[src/rtl/hub75_pkg.sv]
// hub75_pkg: shared types, default widths and address helper for the hub75 framebuffer slice.
package hub75_pkg;
    typedef enum logic {ARB, SWAP} arb_state_t;
    localparam int ADDR_W_DEF = 11;
    localparam int DATA_W_DEF = 24;
    // RAM address carries the bank select above the per-bank word address
    function automatic int ram_addr_w(input int addr_w);
        return addr_w + 1;
    endfunction
endpackage

[src/rtl/hub75_fbuf_arbiter_if.sv]
// hub75_fbuf_arbiter_if: reader and host-writer request/grant bus into the framebuffer arbiter.
interface hub75_fbuf_arbiter_if import hub75_pkg::*; #(
    parameter int ADDR_W = ADDR_W_DEF,
    parameter int DATA_W = DATA_W_DEF
);
    logic              rd_req;
    logic [ADDR_W-1:0] rd_addr;
    logic              rd_gnt;
    logic [DATA_W-1:0] rd_data;
    logic              rd_valid;
    logic              wr_req;
    logic [ADDR_W-1:0] wr_addr;
    logic [DATA_W-1:0] wr_data;
    logic              wr_gnt;
    modport master (
        output rd_req, rd_addr, wr_req, wr_addr, wr_data,
        input  rd_gnt, rd_data, rd_valid, wr_gnt
    );
    modport slave (
        input  rd_req, rd_addr, wr_req, wr_addr, wr_data,
        output rd_gnt, rd_data, rd_valid, wr_gnt
    );
endinterface

[src/rtl/hub75_rdlat_pipe.sv]
// hub75_rdlat_pipe: delays read-grant flags by the RAM latency and exposes RAM data when they emerge.
module hub75_rdlat_pipe #(
    parameter int LAT    = 1,
    parameter int DATA_W = 24
) (
    input  logic              sys_clk,
    input  logic              rst_n,
    input  logic              in_valid,
    input  logic [DATA_W-1:0] in_data,
    output logic              out_valid,
    output logic [DATA_W-1:0] out_data
);
    logic [LAT-1:0] sr;
    always_ff @(posedge sys_clk or negedge rst_n)
        if (!rst_n) sr <= '0;
        else sr <= (sr << 1) | LAT'(in_valid);
    // RAM output is already aligned with the delayed flag; mask keeps rd_data quiet otherwise
    assign out_valid = sr[LAT-1];
    assign out_data  = out_valid ? in_data : '0;
endmodule

[src/rtl/hub75_fbuf_arbiter.sv]
// hub75_fbuf_arbiter: single-port framebuffer arbiter with read priority, write anti-starvation
// and frame-aligned double-buffer bank swap.
module hub75_fbuf_arbiter import hub75_pkg::*; #(
    parameter int ADDR_W     = ADDR_W_DEF,
    parameter int DATA_W     = DATA_W_DEF,
    parameter int RAM_LAT    = 1,
    parameter int STARVE_MAX = 8
) (
    input  logic                             sys_clk,
    input  logic                             rst_n,
    hub75_fbuf_arbiter_if.slave              bus,
    input  logic                             swap_req,
    input  logic                             frame_start,
    output logic                             swap_pending,
    output logic                             swap_done,
    output logic                             front_bank,
    output logic                             ram_en,
    output logic                             ram_we,
    output logic [ram_addr_w(ADDR_W)-1:0]    ram_addr,
    output logic [DATA_W-1:0]                ram_wdata,
    input  logic [DATA_W-1:0]                ram_rdata
);
    localparam int SW = $clog2(STARVE_MAX + 1);
    arb_state_t    state, state_nx;
    logic [SW-1:0] starve;
    logic          arb, starved;

    always_ff @(posedge sys_clk or negedge rst_n)
        if (!rst_n) state <= ARB;
        else state <= state_nx;

    always_comb
        state_nx = (state == ARB && frame_start && (swap_pending || swap_req)) ? SWAP : ARB;

    // grants are gated by rst_n so every strobe drops the instant reset asserts
    always_comb begin
        arb         = rst_n && state == ARB;
        starved     = starve == SW'(STARVE_MAX);
        bus.wr_gnt  = arb && bus.wr_req && !swap_pending && (!bus.rd_req || starved);
        bus.rd_gnt  = arb && bus.rd_req && !bus.wr_gnt;
        ram_en      = bus.rd_gnt || bus.wr_gnt;
        ram_we      = bus.wr_gnt;
        ram_addr    = bus.wr_gnt ? {~front_bank, bus.wr_addr} : bus.rd_gnt ? {front_bank, bus.rd_addr} : '0;
        ram_wdata   = bus.wr_gnt ? bus.wr_data : '0;
    end

    always_ff @(posedge sys_clk or negedge rst_n)
        if (!rst_n) begin
            starve       <= '0;
            swap_pending <= 1'b0;
            swap_done    <= 1'b0;
            front_bank   <= 1'b0;
        end else begin
            starve       <= (!bus.wr_req || bus.wr_gnt) ? '0 :
                            (bus.rd_gnt && !swap_pending && !starved) ? starve + 1'b1 : starve;
            swap_pending <= (state == SWAP) ? swap_req : swap_pending || swap_req;
            swap_done    <= state == SWAP;
            front_bank   <= front_bank ^ (state == SWAP);
        end

    hub75_rdlat_pipe #(.LAT(RAM_LAT), .DATA_W(DATA_W)) u_rdlat (
        .sys_clk   (sys_clk),
        .rst_n     (rst_n),
        .in_valid  (bus.rd_gnt),
        .in_data   (ram_rdata),
        .out_valid (bus.rd_valid),
        .out_data  (bus.rd_data)
    );
endmodule

[src/flat_wrapper.sv]
// flat-port wrapper written by rule: the top's interface ports become plain ports
module hub75_fbuf_arbiter_flat import hub75_pkg::*;
#(
    parameter int ADDR_W     = ADDR_W_DEF,
    parameter int DATA_W     = DATA_W_DEF,
    parameter int RAM_LAT    = 1,
    parameter int STARVE_MAX = 8
)
  (sys_clk, rst_n, swap_req, frame_start, swap_pending, swap_done, front_bank, ram_en, ram_we, ram_addr, ram_wdata, ram_rdata, bus_rd_req, bus_rd_addr, bus_wr_req, bus_wr_addr, bus_wr_data, bus_rd_gnt, bus_rd_data, bus_rd_valid, bus_wr_gnt);
  hub75_fbuf_arbiter_if #(.ADDR_W(ADDR_W), .DATA_W(DATA_W)) bus_i ();
  input  logic sys_clk;
  input  logic rst_n;
  input  logic swap_req;
  input  logic frame_start;
  output logic swap_pending;
  output logic swap_done;
  output logic front_bank;
  output logic ram_en;
  output logic ram_we;
  output logic [ram_addr_w(ADDR_W)-1:0] ram_addr;
  output logic [DATA_W-1:0] ram_wdata;
  input  logic [DATA_W-1:0] ram_rdata;
  input wire logic [$bits(bus_i.rd_req)-1:0] bus_rd_req;
  input wire logic [$bits(bus_i.rd_addr)-1:0] bus_rd_addr;
  input wire logic [$bits(bus_i.wr_req)-1:0] bus_wr_req;
  input wire logic [$bits(bus_i.wr_addr)-1:0] bus_wr_addr;
  input wire logic [$bits(bus_i.wr_data)-1:0] bus_wr_data;
  output wire logic [$bits(bus_i.rd_gnt)-1:0] bus_rd_gnt;
  output wire logic [$bits(bus_i.rd_data)-1:0] bus_rd_data;
  output wire logic [$bits(bus_i.rd_valid)-1:0] bus_rd_valid;
  output wire logic [$bits(bus_i.wr_gnt)-1:0] bus_wr_gnt;
  assign bus_i.rd_req = bus_rd_req;
  assign bus_i.rd_addr = bus_rd_addr;
  assign bus_i.wr_req = bus_wr_req;
  assign bus_i.wr_addr = bus_wr_addr;
  assign bus_i.wr_data = bus_wr_data;
  assign bus_rd_gnt = bus_i.rd_gnt;
  assign bus_rd_data = bus_i.rd_data;
  assign bus_rd_valid = bus_i.rd_valid;
  assign bus_wr_gnt = bus_i.wr_gnt;
  hub75_fbuf_arbiter #(.ADDR_W(ADDR_W), .DATA_W(DATA_W), .RAM_LAT(RAM_LAT), .STARVE_MAX(STARVE_MAX)) u_core (.sys_clk(sys_clk), .rst_n(rst_n), .bus(bus_i), .swap_req(swap_req), .frame_start(frame_start), .swap_pending(swap_pending), .swap_done(swap_done), .front_bank(front_bank), .ram_en(ram_en), .ram_we(ram_we), .ram_addr(ram_addr), .ram_wdata(ram_wdata), .ram_rdata(ram_rdata));
endmodule
[config.mk]
export PLATFORM = sky130hd
export DESIGN_NAME = hub75_fbuf_arbiter_flat
export DESIGN_NICKNAME = d
export VERILOG_FILES = /design/src/rtl/hub75_pkg.sv /design/src/rtl/hub75_fbuf_arbiter_if.sv /design/src/rtl/hub75_rdlat_pipe.sv /design/src/rtl/hub75_fbuf_arbiter.sv /design/src/flat_wrapper.sv
export SDC_FILE = /design/constraint.sdc
export NUM_CORES = 1
export LEC_CHECK = 0
export ABC_CLOCK_PERIOD_IN_PS = 2100
export CAP_MARGIN = 15
export CELL_PAD_IN_SITES_DETAIL_PLACEMENT = 2
export CELL_PAD_IN_SITES_GLOBAL_PLACEMENT = 2
export CORE_MARGIN = 10
export CORE_UTILIZATION = 10
export CTS_CLUSTER_DIAMETER = 40
export DETAILED_ROUTE_END_ITERATION = 8
export PLACE_DENSITY = 0.81
export SLEW_MARGIN = 20
export SYNTH_ARGS = -nofsm -noshare
export SYNTH_HDL_FRONTEND = slang
export SYNTH_SLANG_ARGS = --single-unit
[constraint.sdc]
create_clock -name sys_clk -period 2.1 [get_ports sys_clk]
set_input_delay 0.525 -clock sys_clk [delete_from_list [all_inputs] [get_ports sys_clk]]
set_output_delay 0.525 -clock sys_clk [all_outputs]
set_load 0.02 [all_outputs]
==> impl_results.md <==
* I/O pin total at around 140
* Number of cells on the worst reg-to-reg path at 7
* Setup tns final at -12.97 ns
* Post-synthesis instance area at between 900 and 1000 µm²
* Count of state elements after synthesis at 9
* Seq/Total Area, Yosys at 23.5%
* Fmax at ~400 MHz
* Worst-margin pin slew at ~0.33 ns
* Shortest period the worst path allows at roughly 2.5 ns
* Element type at the critical path end: output pin
* Pin count of the biggest net entering global routing at 26
* Final hold violations at 0
* Hold Slack at 0.412 ns
* Count of TritonRoute iterations in the first routing pass at 4
* Number of fill cells at roughly 1,000
* Remaining design rule violation count at 0
* Peak ir drop on the vdd network at 0.314 mV
* Number of standard cells in the final layout excluding fillers at approximately 420
* Clock Tree Buf Depth at 2
* Worst-case register-to-register setup slack at roughly 0.22 ns
* First-pass GRT wire length at about 12,000 µm
* Grt ovf at 0
* P_leak at between 1 and 1.5 nW
* Total number of clock tree sinks at 9
* Synthesized netlist net count at approximately 190
* Max cap viols at 0
* Die X at 118 µm
* TritonCTS Buffers at 3
* Post-layout nets at ~370
* Crit Reg-Reg Startpoint: u_core.starve[0]
* Root Buffer: clkbuf_8
* Std-Cell Core Area at roughly 9300 µm²
* Run status: finished with violations
* Max-slew headroom at between 70% and 80%
* Count of pins over their slew limit at 0
* Area growth from synthesis to layout at 229%
* Die Footprint at approximately 14,000 µm²
* Violations in the final reports: negative setup slack
* Power per cell area at 279 nW/µm²
* TritonCTS clock tree: done
* Cells after Synth at between 100 and 150
* Synth cell types at 26
* Chip height at between 100 and 150 µm
* Number of port buffers at 143
* Placed Cells incl. Taps at a little under 400
* Post-detailed-placement half-perimeter wirelength at around 6000 µm
* Number of global-route vias before repair at 1,811
* 1st-iter DRT viols at 34
* Final critical-path share of the clock period at 119%
* Total Routing Usage GR at 10.5%
* Final critical-path setup slack at -0.396 ns
* Required time of the worst setup path at roughly 1.6 ns
* Setup violators final at 38
* Total of hold buffers inserted after clock tree synthesis at 0
* Total via count after detailed routing at between 1,500 and 2,000
* Row count at 35
* Maximum fanout along the worst path at 7
* Clock transition at the registers of the reported paths at roughly 0.04 ns
* Reg2Reg Capture Point: u_core.starve[2]
* Pre-CTS setup slack at -1.03 ns
* Startpoint-to-endpoint class of the critical path: flop to output pin
* Min-delay worst type: primary input to asynchronous set/reset pin
* Number of vias per cell at about 3.8
* Initial cell density of the core at about a tenth
* Count of nets left with antenna violations after detail routing at 0
* Maximum level of the CTS H-tree at 1
* RD Place Congestion at between 0.7 and 0.8
* Kind of start point of the critical path: flop
* Initial antenna violation count at 0
* Yosys warning total at 0
* Final worst clock skew at approximately 0.0011 ns
* Arrival time at the worst endpoint at about 2 ns
* Proportion of layout cells with a drive suffix above 1 at between 40% and 50%
* Clock latency on the worst-skew pair at around 0.24 ns
* Per-cell routed wire length at between 15 and 20 µm
* Setup repair after global routing missed its margin: yes
* Total wirelength of the detailed-routed design at ~7600 µm
* Beginning of the critical path: u_core.starve[0]
* Antenna fix cells at 0
* Avg Synthesized Cell Area at ~8.6 µm²
-- critical path: stages (launching register included) --
cell	delay [ns]
dfrtp_1	0.38
inv_2	0.08
ha_4	0.14
nand3b_4	0.09
a2111oi_4	0.33
buf_4	0.21
buf_16	0.12
buf_8	0.11
a22o_1	0.15
buf_6	0.12
-- routing by layer --
metal  GRT usage, %  vias up  share of wire, %
li1               -      738                 -
met1           11.5      767                39
met2           19.0       97                51
met3           3.93        5               9.3
met4           1.62        0              0.57
met5              0        -                 0
-- per-stage QoR --
stage                     util [%]  power (mW)  area, µm²
after floorplan                  -       0.358       1070
after global placement        29.9       0.650       2780
after detailed placement      29.9       0.660       2780
after CTS                     34.2       0.902       3180
after global routing          34.0       0.937       3150
final                         34.0       0.881       3150
-- cell type report --
class	instances	area, µm²	area share, %
repair buffers	181	1900	60.4
multi-input cells	89	795	25.2
flip-flops and latches	9	225	7.14
well taps	129	161	5.12
clock buffers	4	45.0	1.43
inverters	6	22.5	0.714
-- power breakdown --
group / leakage (nW) / internal (mW) / switching, mW / total [mW]
logic: 1.32 / 0.285 / 0.182 / 0.467
clock network: 0.0228 / 0.132 / 0.0710 / 0.203
registers: 0.116 / 0.191 / 0.0187 / 0.210
-- synth_stat cells --
| cell type | instances | share of area, % |
|---|---|---|
| a2111oi_4 | 1 | 2.9 |
| a211oi_1 | 6 | 4.7 |
| a21o_1 | 1 | 0.78 |
| a22o_1 | 11 | 10 |
| and2_1 | 48 | 31 |
| and3b_1 | 1 | 0.91 |
| buf_2 | 1 | 0.52 |
| buf_4 | 1 | 0.78 |
| buf_6 | 3 | 3.5 |
| clkbuf_1 | 2 | 0.78 |
| dfrtp_1 | 9 | 23 |
| ha_1 | 2 | 2.6 |
| inv_1 | 6 | 2.3 |
| mux2_1 | 1 | 1.2 |
| nand2b_4 | 1 | 1.4 |
| nand3_1 | 3 | 1.6 |
| nand3b_4 | 1 | 2.1 |
| nand4bb_1 | 1 | 1.2 |
| nor2_1 | 2 | 0.78 |
| nor2b_1 | 1 | 0.65 |
| nor4bb_1 | 1 | 1.0 |
| o211a_1 | 1 | 1.0 |
| o21ai_0 | 4 | 2.1 |
| or3_1 | 1 | 0.65 |
| or4_1 | 1 | 0.78 |
| xor2_1 | 1 | 0.91 |
-- state kept, by name, indices dropped and copies added (netlist names) --
signal	count
u_core.state	1
u_core.swap_done	1
u_core.starve	4
u_core.swap_pending	1
u_core.front_bank	1
u_core.u_rdlat.out_valid	1
-- cell usage in the layout, fill, tap and decap left out --
cell             instances
o21ai_0                  4
a22o_4                   5
dlygate4sd2_1           27
nor4bb_1                 1
and2_1                  24
nand2b_4                 1
or3_1                    1
xor2_1                   1
ha_1                     1
nand3_1                  3
a211oi_4                 1
buf_8                    2
and3b_2                  1
clkdlybuf4s50_1         76
buf_4                   23
mux2_4                   1
nand4bb_1                1
buf_12                   5
or4_1                    1
nor2b_2                  1
and2_4                  24
ha_4                     1
a2111oi_4                1
dfrtp_1                  9
inv_2                    3
inv_1                    3
clkdlybuf4s15_1          1
a21o_1                   1
buf_6                   43
a211oi_1                 5
clkbuf_1                 1
clkbuf_8                 3
nand3b_4                 1
a22o_1                   6
o211a_1                  1
buf_16                   4
nor2_1                   2
-- how the worst max path moves through the flow --
stage / end
after global routing: ram_addr[5]
after detailed placement: ram_wdata[13]
after global placement: ram_wdata[10]
after floorplan: ram_wdata[14]
final: ram_addr[2]
after CTS: ram_wdata[7]
-- what timing repair did --
action	in CTS	in global routing
cloned	6	0
pin swaps	7	2
buffers inserted	13	6
endpoints found under the setup margin	64	40
gates resized for setup	278	6
-- logic make-up after synthesis --
group	synth area share [%]
and+or+nand+nor	42.4
AOI/OAI and AO/OA	21.5
buffers and inverters	7.95
DFF	23.5
adders and majority gates	2.61
xor gates and xnor gates	0.913
muxes	1.17
No activity file was read; power rests on OpenSTA's default activity.
